<file path="src/rtl/seq_divider_pkg.sv">
// Shared types and width-generic helpers for the iterative restoring divider.
package seq_divider_pkg;

    typedef enum logic [1:0] {
        IDLE = 2'd0,
        CALC = 2'd1,
        DONE = 2'd2
    } div_state_t;

    // Helpers operate on a 64-bit container; callers pass their real width.
    localparam int unsigned MAX_W = 64;

    function automatic logic [MAX_W-1:0] width_mask(input int unsigned w);
        logic [MAX_W-1:0] m;
        if (w >= MAX_W) begin
            m = '1;
        end else begin
            m = ~({MAX_W{1'b1}} << w);
        end
        return m;
    endfunction

    function automatic logic [MAX_W-1:0] neg_val(input logic [MAX_W-1:0] x,
                                                 input int unsigned     w);
        return (~x + MAX_W'(1)) & width_mask(w);
    endfunction

    function automatic logic [MAX_W-1:0] abs_val(input logic [MAX_W-1:0] x,
                                                 input int unsigned     w,
                                                 input logic            is_signed);
        logic sign;
        sign = ((x >> (w - 1)) & MAX_W'(1)) != '0;
        if (is_signed && sign) begin
            return neg_val(x, w);
        end
        return x & width_mask(w);
    endfunction

endpackage

</file>
<file path="src/rtl/seq_divider.sv">
// Radix-2 restoring divider: one quotient bit per clock, valid/ready on both
// sides, optional two's-complement operands truncated toward zero.
module seq_divider
    import seq_divider_pkg::*;
#(
    parameter int unsigned WIDTH  = 8,
    parameter int unsigned SIGNED = 0
) (
    input  logic             clk,
    input  logic             rst,
    input  logic             in_valid,
    output logic             in_ready,
    input  logic [WIDTH-1:0] dividend,
    input  logic [WIDTH-1:0] divisor,
    output logic             out_valid,
    input  logic             out_ready,
    output logic [WIDTH-1:0] quotient,
    output logic [WIDTH-1:0] remainder,
    output logic             div_by_zero
);

    localparam int unsigned     CW        = $clog2(WIDTH);
    localparam logic [CW-1:0]   CNT_INIT  = CW'(WIDTH - 1);
    localparam logic            IS_SIGNED = (SIGNED != 0);

    div_state_t       state;
    div_state_t       state_nxt;

    logic [WIDTH-1:0] rem;
    logic [WIDTH-1:0] q;
    logic [WIDTH-1:0] dvsr;
    logic [CW-1:0]    cnt;
    logic             neg_q;
    logic             neg_r;
    logic             dz;

    logic             accept;
    logic             zero_div;
    logic [WIDTH:0]   rem_sh;
    logic [WIDTH:0]   trial;
    logic             step_ok;
    logic [WIDTH-1:0] rem_step;
    logic [WIDTH-1:0] q_step;
    logic [WIDTH-1:0] q_fix;
    logic [WIDTH-1:0] r_fix;

    always_ff @(posedge clk or posedge rst) begin
        if (rst) begin
            state <= IDLE;
        end else begin
            state <= state_nxt;
        end
    end

    always_comb begin
        state_nxt = state;
        in_ready  = 1'b0;
        out_valid = 1'b0;
        accept    = 1'b0;
        case (state)
            IDLE: begin
                in_ready = 1'b1;
                if (in_valid) begin
                    accept    = 1'b1;
                    state_nxt = CALC;
                end
            end
            CALC: begin
                if (cnt == '0) begin
                    state_nxt = DONE;
                end
            end
            DONE: begin
                out_valid = 1'b1;
                if (out_ready) begin
                    state_nxt = IDLE;
                end
            end
            default: state_nxt = IDLE;
        endcase
    end

    assign zero_div = (divisor == '0);

    // Restoring step on {rem, q}; trial subtract carries one extra bit for the borrow.
    always_comb begin
        rem_sh   = {rem, q[WIDTH-1]};
        trial    = rem_sh - {1'b0, dvsr};
        step_ok  = ~trial[WIDTH];
        rem_step = step_ok ? trial[WIDTH-1:0] : rem_sh[WIDTH-1:0];
        q_step   = {q[WIDTH-2:0], step_ok};
        q_fix    = neg_q ? WIDTH'(neg_val(MAX_W'(q_step), WIDTH)) : q_step;
        r_fix    = neg_r ? WIDTH'(neg_val(MAX_W'(rem_step), WIDTH)) : rem_step;
    end

    // A zero divisor still spends one cycle in CALC so its result appears one
    // edge after acceptance; that cycle just publishes the preloaded values.
    always_ff @(posedge clk or posedge rst) begin
        if (rst) begin
            rem         <= '0;
            q           <= '0;
            dvsr        <= '0;
            cnt         <= '0;
            neg_q       <= 1'b0;
            neg_r       <= 1'b0;
            dz          <= 1'b0;
            quotient    <= '0;
            remainder   <= '0;
            div_by_zero <= 1'b0;
        end else begin
            case (state)
                IDLE: begin
                    if (accept) begin
                        dz   <= zero_div;
                        dvsr <= WIDTH'(abs_val(MAX_W'(divisor), WIDTH, IS_SIGNED));
                        if (zero_div) begin
                            rem   <= dividend;
                            q     <= '1;
                            cnt   <= '0;
                            neg_q <= 1'b0;
                            neg_r <= 1'b0;
                        end else begin
                            rem   <= '0;
                            q     <= WIDTH'(abs_val(MAX_W'(dividend), WIDTH, IS_SIGNED));
                            cnt   <= CNT_INIT;
                            neg_q <= IS_SIGNED && (dividend[WIDTH-1] ^ divisor[WIDTH-1]);
                            neg_r <= IS_SIGNED && dividend[WIDTH-1];
                        end
                    end
                end
                CALC: begin
                    if (dz) begin
                        quotient    <= q;
                        remainder   <= rem;
                        div_by_zero <= 1'b1;
                    end else begin
                        rem <= rem_step;
                        q   <= q_step;
                        cnt <= cnt - CW'(1);
                        if (cnt == '0) begin
                            quotient    <= q_fix;
                            remainder   <= r_fix;
                            div_by_zero <= 1'b0;
                        end
                    end
                end
                default: ;
            endcase
        end
    end

endmodule

</file>
<file path="config.mk">
export PLATFORM = sky130hd
export DESIGN_NAME = seq_divider
export DESIGN_NICKNAME = d
export VERILOG_FILES = /design/src/rtl/seq_divider_pkg.sv /design/src/rtl/seq_divider.sv
export SDC_FILE = /design/constraint.sdc
export NUM_CORES = 1
export LEC_CHECK = 0
export CORE_ASPECT_RATIO = 1.25
export CORE_MARGIN = 2
export CORE_UTILIZATION = 45
export DETAILED_ROUTE_END_ITERATION = 6
export PLACE_DENSITY = 0.68
export SYNTH_ARGS = -nofsm -noshare
export SYNTH_HDL_FRONTEND = slang
export SYNTH_SLANG_ARGS = --single-unit
</file>
<file path="constraint.sdc">
create_clock -name clk -period 4 [get_ports clk]
set_clock_uncertainty 0.15 [all_clocks]
set_input_delay 0.8 -clock clk [delete_from_list [all_inputs] [get_ports clk]]
set_output_delay 0.8 -clock clk [all_outputs]
set_load 0.05 [all_outputs]
</file>
## Word level (Yosys, flattened, before mapping)

Index checks and enable logic that the tools add are counted.

| storage, ports and cells | value |
|---|---|
| register bits | 47 |
| input bits | 20 |
| output and inout port bits | 19 |

| cells by class | value |
|---|---|
| add/subtract/negate cells | 2 |
| equal/unequal tests | 7 |
| multiplexer cells | 32 |
| bitwise gates (word level) | 3 |
| reductions and logical operators | 9 |

Operators with widths:

| cell | number |
|---|---|
| $mux W8 | 16 |
| $pmux W8 S2 | 2 |
| $and A8 B8 Y8 | 2 |
| $ne A2 B2 Y1 const B | 5 |
| $mux W3 | 3 |
| $sub A9 B8 Y9 | 1 |
| $logic_not A8 Y1 | 1 |
| $mux W1 | 6 |
| $mux W2 | 3 |
| $pmux W2 S3 | 1 |
| $pmux W3 S2 | 1 |
| $reduce_and A3 Y1 | 2 |
| $reduce_and A2 Y1 | 2 |
| $reduce_bool A2 Y1 | 2 |
| $logic_not A3 Y1 | 1 |
| $sub A3 B1 Y3 const B | 1 |
| $eq A2 B1 Y1 const B | 1 |
| $eq A2 B2 Y1 const B | 1 |
| $logic_not A2 Y1 | 1 |
| $not A1 Y1 | 1 |

## Longest topological paths before layout

Gate-level depths: netlist of the first run.

| depth | value |
|---|---|
| depth in word-level cells | 8 |
| mapped depth | 10 |
| depth with buffers taken out | 9 |

## Worst setup path after synthesis of the first run

OpenSTA, ideal clock, no wires.

| timing path | value |
|---|---|
| path kind | register to register |
| start point | register rem[1] |
| end point | register remainder[0] |
| setup time | 90 ps |
| data arrival time | 2,179 ps |
| slack | 1,580 ps |
| cell stages (with the launch flop) | 8 |
| buffers on the path | 0 |
| clock period less this slack | 2,420 ps |
| cells stage by stage | dfrtp_1 -> ha_1 -> nor2b_1 -> o31a_1 -> o41a_1 -> nor2_2 -> mux2_2 -> o221ai_1 |

| on the way | value |
|---|---|
| longest elaborated chain between the ends | 4 |

RTL lines:

| what | RTL line | source |
|---|---|---|
| start, declared | seq_divider.sv:29 | `logic [WIDTH-1:0] rem;` |
| start signal, assigned | seq_divider.sv:117 | `rem <= dividend;` |
| start signal, assigned | seq_divider.sv:137 | `rem <= rem_step;` |
| $sub A9 B8 Y9 | seq_divider.sv:88 | `trial = rem_sh - {1'b0, dvsr};` |
| $mux W8 | seq_divider.sv:90 | `rem_step = step_ok ? trial[WIDTH-1:0] : rem_sh[WIDTH-1:0];` |
| $mux W8 | seq_divider.sv:140 | `if (cnt == '0) begin` |
| $mux W8 | seq_divider.sv:132 | `if (dz) begin` |
| end signal, assigned | seq_divider.sv:134 | `remainder <= rem;` |
| end signal, assigned | seq_divider.sv:142 | `remainder <= r_fix;` |
| end, declared | seq_divider.sv:18 | `output logic [WIDTH-1:0] remainder,` |

Every way passes these cells. The select of a mux whose other input is x is not followed.
A chain may end at the register's enable or synchronous reset.

## Worst setup path in the final report of the first run

| timing path | value |
|---|---|
| start point | register q[7] |
| end point | register remainder[0] |

| on the way | value |
|---|---|
| longest elaborated chain between the ends | 4 |

RTL lines:

| what | RTL line | source |
|---|---|---|
| start, declared | seq_divider.sv:30 | `logic [WIDTH-1:0] q;` |
| start signal, assigned | seq_divider.sv:124 | `q <= WIDTH'(abs_val(MAX_W'(dividend), WIDTH, IS_SIGNED));` |
| start signal, assigned | seq_divider.sv:138 | `q <= q_step;` |
| $sub A9 B8 Y9 | seq_divider.sv:88 |  |
| $mux W8 (*) | seq_divider.sv:90 |  |
| $mux W8 (*) | seq_divider.sv:140 |  |
| $mux W8 (*) | seq_divider.sv:132 |  |

Mark *: on every way between the ends. The rest lies on a longest branch, timed or not. The select of a mux whose other input is x is not followed.

==> results.md, run 1 <==
Run status:
- The run finished with clean final reports.

Timing:
- For the final routed database, the setup TNS stands at 0 ns.
- The worst slack on hold paths is 0.332 ns.
- The share of the clock period used by the worst path after layout is 74.4%.
- The headroom to the max-slew limit is 35.2%.
- Setup repair after global routing left no endpoint under its margin.
- The maximum frequency from static timing analysis is 336 MHz.
- Setup violations remaining at the end of the flow were counted as 0.
- The number of hold violations in the final report was 0.
- The final critical-path required period is 2.98 ns.
- The max-slew violation total from the final report is 0.
- The transition at the pin with the smallest max-transition slack is 0.971 ns.

Final layout:
- 0 antenna diodes ended up in the layout.
- Of the cells placed in the final design, the portion with a size suffix greater than 1 is 6.42%.
- After routing the design area is 3180 sq um.
- The growth of design area from synthesis to finish is 21.2%.
- Counting the fill cells in the layout gives 520.
- For this run, the post-layout net count is 357.

Global routing:
- The number of antenna violations at the first check in global routing is 0.
- The overall overflow remaining after global route is 0.
- The maximum number of pins on one net before global-route repair is 48.
- The first global-routing pass estimated 10.2 mm of wire.
- The combined global-route utilization of all metal layers is 20.6%.
- The via count of the first global-routing pass came to 2130.

Worst hold path:
- The path class of the lowest-slack min-delay path is flip-flop to flip-flop.
- The worst hold path passes through 2 cells.
- The startpoint identified for the worst hold timing path is quotient[3].
- The terminating pin of the worst hold path is quotient[3].

Placement:
- Once placement finished, the instance area stood at 3050 sq um.
- The detailed placer's ending HPWL is 4.37 mm.
- The congestion estimate from routability-driven global placement came to 0.853.
- The count of buffers from port buffering is 38.

CTS:
- The deepest level of the CTS H-tree is 2.
- Post-CTS timing repair inserted 0 buffers for setup.
- The number of hold buffers added after CTS was 0.
- The TritonCTS buffer count is 5.
- After clock tree synthesis, the repair step resized 0 gates.
- The clock latency on the worst-skew pair is 0.31 ns.
- The TritonCTS clock tree is yes.
- The maximum clock path buffer count is 2.
- The clock root buffer is clkbuf_8.
- The count of clock tree sinks is 47.
- The clock transition at the registers of the reported paths is 0.09 ns.

Logic synthesis:
- The sequential share of the synthesized area is 44.8%.
- The most used standard cell by instance count after synthesis is dfrtp_1.
- Ranked by total cell area, the synthesized netlist is headed by dfrtp_1, o21ai_0, nand2_1.
- The net count of the mapped netlist is 324.
- In this run the biggest area consumer among cell types represents 44.8% of the synthesized area.
- The most common flop cell mapped by yosys is dfrtp_1.
- The library cell occupying the most area in the post-synthesis netlist is dfrtp_1.
- In this run the cell area of the synthesized design comes to 2630 sq um.
- Counting flops with an async set or reset pin after synthesis yields a share of 100%.
- The synthesized netlist contains 46 unique library cells.
- The mean cell area of the mapped netlist is 8.96 sq um.
- Counting every instance in the synthesized netlist gives 293.
- After synthesis, the most frequently instantiated cells are dfrtp_1, nand2_1, o21ai_0.
- The count of warnings emitted by yosys is 0.
- The synthesized design contains 0 enable-type register cells.
- Counting flops and latches in the post-synthesis netlist gives 47.

Drt:
- For this block, the initial DRC count from the detailed router was 197.
- Dividing the detail-routed wire length by the instance count gives 15.3 um.
- For this run, the detailed router's first-pass iteration total came to 4.
- The post-route antenna net violation count is 0.
- For this run, design rule violations remaining after detail routing come to 0.
- In the routed layout, each cell is associated on average with a via count of 5.62.
- Summing over every cut layer, the via total after detailed routing is 2210.
- The total detailed-routing wirelength is 6.03 mm.

Die:
- The number of placement rows is 31.
- The area of the core is 5700 sq um.
- The initial standard-cell utilization of the core is 46.1%.
- The die covers 6470 sq um.
- The die is 89.4 um tall.
- The number of top-level design ports is 39.
- The die span in x is 72.3 um.

Worst setup path:
- The worst-case reg-to-reg path depth is 9.
- For the worst setup path, the data required time is 4.07 ns.
- The classification of the worst setup path is flip-flop to flip-flop.
- In this run the critical register-to-register path is launched from q[7].
- The library cell contributing the largest single delay on the critical path is nor2_2.
- The arrival time of the worst setup path is 3.05 ns.
- In this design, the stage delay of the slowest critical-path cell is 0.55 ns.
- The number of buffers and inverters on the critical path is 1.
- The critical path starts at q[7].
- The largest fanout of any net on the critical path is 14.
- Walking the worst path, the cells encountered are inv_1 > ha_1 > fa_1 > nor2b_1 > o31a_1 > o41a_1 > nor2_2 > mux2_2 > o221ai_1.
- The critical path's top delay family is compound AO/OA/AOI/OAI gates.
- The nature of the critical path endpoint is a flip-flop.
- The slack of the worst reg-to-reg path is 1.02 ns.
- The worst setup path is launched from a flip-flop.
- The endpoint of the lowest-slack register-to-register path is remainder[0].

Run:
- The reported max-cap violation count is 0.
[kinds of logic after synthesis]
family / Yosys count / synth area share (%)
xor+xnor: 3 / 1.00
buf+inv: 35 / 5.34
simple gates: 86 / 15.6
fa+ha+maj: 11 / 5.53
mux: 15 / 5.86
flops: 47 / 44.8
compound gates: 96 / 21.9
[registers in the layout, summed over array words and instances (netlist names)]
name	flops
dvsr	8
state	2
quotient	8
remainder	8
dz	1
cnt	3
div_by_zero	1
q	8
rem	8
[metrics by stage]
stage / std cells / worst slack, ns / utilization [%]
floorplan: 293 / 1.58 / -
global placement: 385 / 1.12 / 53.5
detailed placement: 385 / 1.08 / 53.5
CTS: 393 / 1.02 / 55.8
global route: 393 / 0.871 / 55.8
finish: 393 / 1.02 / 55.8
[worst register-to-register path: stages, from the launching register on]
cell	delay, ns
dfrtp_1	0.39
inv_1	0.09
ha_1	0.19
fa_1	0.21
nor2b_1	0.07
o31a_1	0.29
o41a_1	0.37
nor2_2	0.55
mux2_2	0.43
o221ai_1	0.17
[worst max-delay path by stage]
stage	end	cells past startpoint
after floorplan	remainder[0]	7
after global placement	remainder[0]	7
after detailed placement	remainder[0]	9
after CTS	remainder[0]	9
after global routing	remainder[1]	9
final	remainder[0]	9
[area by class of cell]
cell class                 count  area (sq um)  share of cell area, %
multi-input combinational    211          1310                   41.2
sequential                    47          1180                   36.9
timing repair buffer          42           410                   12.9
tap                           66          82.6                   2.59
clock buffer                   6          72.6                   2.28
inverter                      19          71.3                   2.24
clock inverter                 2          60.1                   1.89
[cell usage in the layout, fill, tap and decap left out, types with 8 or more instances in the layout]
master | synthesis | final
a21oi_1 | 26 | 26
nand2b_1 | 8 | 8
mux2i_1 | 12 | 12
inv_1 | 19 | 18
clkdlybuf4s50_1 | 0 | 38
ha_1 | 10 | 10
dfrtp_1 | 47 | 47
nor2_1 | 18 | 18
o21ai_0 | 36 | 36
o22ai_1 | 12 | 12
nand2_1 | 37 | 37
[routing by layer]
metal | GRT usage [%] | part of all wire, % | up-vias
li1 | - | - | 1098
met5 | 0 | 0 | -
met4 | 9.61 | 3.0 | 0
met3 | 3.61 | 4.1 | 14
met2 | 33.4 | 47 | 50
met1 | 26.8 | 46 | 1048
Power of run 1 is not shown: default switching activity piles up to over one toggle a cycle in this logic, so the estimate is an artifact.
==> run 2: changes to the inputs <==
==> constraint.sdc (replaced) <==
create_clock -name clk -period 3 [get_ports clk]
set_clock_uncertainty 0.15 [all_clocks]
set_input_delay 0.6 -clock clk [delete_from_list [all_inputs] [get_ports clk]]
set_output_delay 0.6 -clock clk [all_outputs]
set_load 0.05 [all_outputs]
==> results.md, run 2 (synthesis gave the netlist of run 1 again) <==
Run status:
- The run finished with clean final reports.

Die:
- The number of placement rows is 31.
- The floorplan step defined a core boundary enclosing 5700 sq um.
- The number of top-level design ports is 39.
- The die is 72.3 um wide.
- The die footprint is 6470 sq um.
- The vertical extent of the die is 89.4 um.
- Once the floorplan was initialized, standard cells occupied 46.1% of the core.

Timing:
- Setup repair after global routing left no endpoint under its margin.
- The final critical-path required period is 2.79 ns.
- The number of hold violations in the final report is 0.
- The final total negative setup slack is 0 ns.
- The count of endpoints failing setup in the final report is 0.
- At the pin with the least slew margin, the transition time is 0.631 ns.
- Derived from the worst setup path, the maximum achievable clock frequency is 359 MHz.
- The share of the clock period used by the worst path after layout is 92.9%.
- The worst pin sits at a relative slew slack of 57.9%.
- The max-slew violation total from the final report is 0.

Placement:
- The global placement routability congestion is 0.822.
- The count of buffers from port buffering is 38.
- The detailed placer's ending HPWL is 4.81 mm.

Global routing:
- The overall overflow remaining after global route is 0.
- The combined global-route utilization of all metal layers is 21.3%.
- The via count of the first global-routing pass came to 2266.
- Entering global routing, the biggest net connects 31 pins.
- The global-route wire length before repair is 10.8 mm.
- The number of antenna violations at the first check in global routing was 0.

CTS:
- The maximum clock path buffer count is 2.
- The TritonCTS buffer count is 5.
- The tree is rooted in a clkbuf_8.
- Post-CTS repair changed the size of 0 cells.
- The TritonCTS clock tree is yes.
- The clock transition at the registers of the reported paths is 0.09 ns.
- For this design, the CTS-stage hold fixing added 0 buffers.
- The clock latency on the worst-skew pair is 0.30 ns.
- Buffers added to address setup during post-CTS repair amount to 0.
- The count of clock tree sinks is 47.
- The deepest level of the CTS H-tree is 2.

Final layout:
- Leaving out fill and tap cells, the most frequent cell in the layout is dfrtp_1.
- The top cell types in the final layout, fill and taps aside, are dfrtp_1, clkdlybuf4s50_1, nand2_1.
- Of the cells placed in the final design, the portion with a size suffix greater than 1 is 7.83%.
- The number of fillers in the final layout is 528.
- The final net count is 362.
- The area growth from synthesis to layout is 22.6%.
- The count of inserted antenna diode cells is 0.
- The end-of-flow core utilization is 56.5%.

Worst setup path:
- The largest incremental delay on the critical path is 0.52 ns.
- STA classifies the critical path endpoint as a flip-flop.
- The arrival time of the worst setup path is 2.86 ns.
- The library cell contributing the largest single delay on the critical path is or4b_1.
- The worst setup path is launched from a flip-flop.
- Walking the worst path, the cells encountered are ha_1 > a21o_1 > or4_4 > o21ai_2 > nor2_2 > buf_4 > or4b_1 > o211ai_2.
- The critical path's top delay family is simple AND/OR/NAND/NOR gates.
- The classification of the worst setup path is flip-flop to flip-flop.
- The largest fanout of any net on the critical path is 9.
- The required time at the endpoint of the critical path is 3.08 ns.
- The number of buffers and inverters on the critical path is 1.

Drt:
- The ratio of routed vias to standard cells is 5.61.
- After detailed routing, the average wire length per cell comes to 15.9 um.
- After detailed routing, the total wire length is 6.34 mm.
- In the routed design, unresolved DRC markers number 0.
- The detailed router's first-iteration violation count is 149.
- The via count is 2232.
- The post-route antenna net violation count is 0.
- For this run, the detailed router's first-pass iteration total came to 4.

Run:
- The tool flagged a number of max-cap violations equal to 0.

Worst hold path:
- The path class of the lowest-slack min-delay path is flip-flop to flip-flop.
run 2: cell count changes in the layout (fill, tap and decap cells not counted), sizes merged:
cell / change
buf: +5
run 2: layout make-up:
type,count,area (sq um),share of cell area [%]
multi-input combinational,211,1310,40.7
sequential,47,1180,36.5
timing repair buffer,47,448,13.9
tap,66,82.6,2.56
clock buffer,6,72.6,2.25
inverter,19,71.3,2.21
clock inverter,2,60.1,1.86
run 2: stage by stage:
step / instances / hold slack, ns / instance area, sq um / setup WS (ns)
finish: 398 / 0.330 / 3220 / 0.213
detailed placement: 390 / 0.319 / 3090 / 0.249
global placement: 390 / 0.310 / 3090 / 0.319
CTS: 398 / 0.339 / 3220 / 0.221
global route: 398 / 0.350 / 3220 / 0.102
floorplan: 293 / 0.299 / 2630 / 0.580
run 2: worst min-delay path, stage by stage, from the launching register on:
cell     delay (ns)
dfrtp_1        0.35
nand2_1        0.04
o21ai_0        0.06
run 2: path summary, 6_finish.rpt:
kind | cells past startpoint | from | slack, ns | end
worst max-delay path | 8 | rem[4] | 0.21 | rem[5]
worst min-delay path | 2 | quotient[6] | 0.33 | quotient[6]
worst max register to register | 8 | rem[4] | 0.21 | rem[5]
worst min register to register | 2 | quotient[6] | 0.33 | quotient[6]
max in group asynchronous | 3 | rst | 1.56 | quotient[3]
min in group asynchronous | 2 | rst | 0.55 | remainder[5]
run 2: metal layers:
layer  vias up  GRT usage, %  share of wire [%]  routed length (um)
li1       1105             -                  -                   -
met1      1051          25.8                 42                2640
met2        66          38.4                 52                3310
met3        10          2.82                4.9                 308
met4         0          8.06                1.4                  89
met5         -             0                  0                   0
Power of run 2 is left out for the same reason.
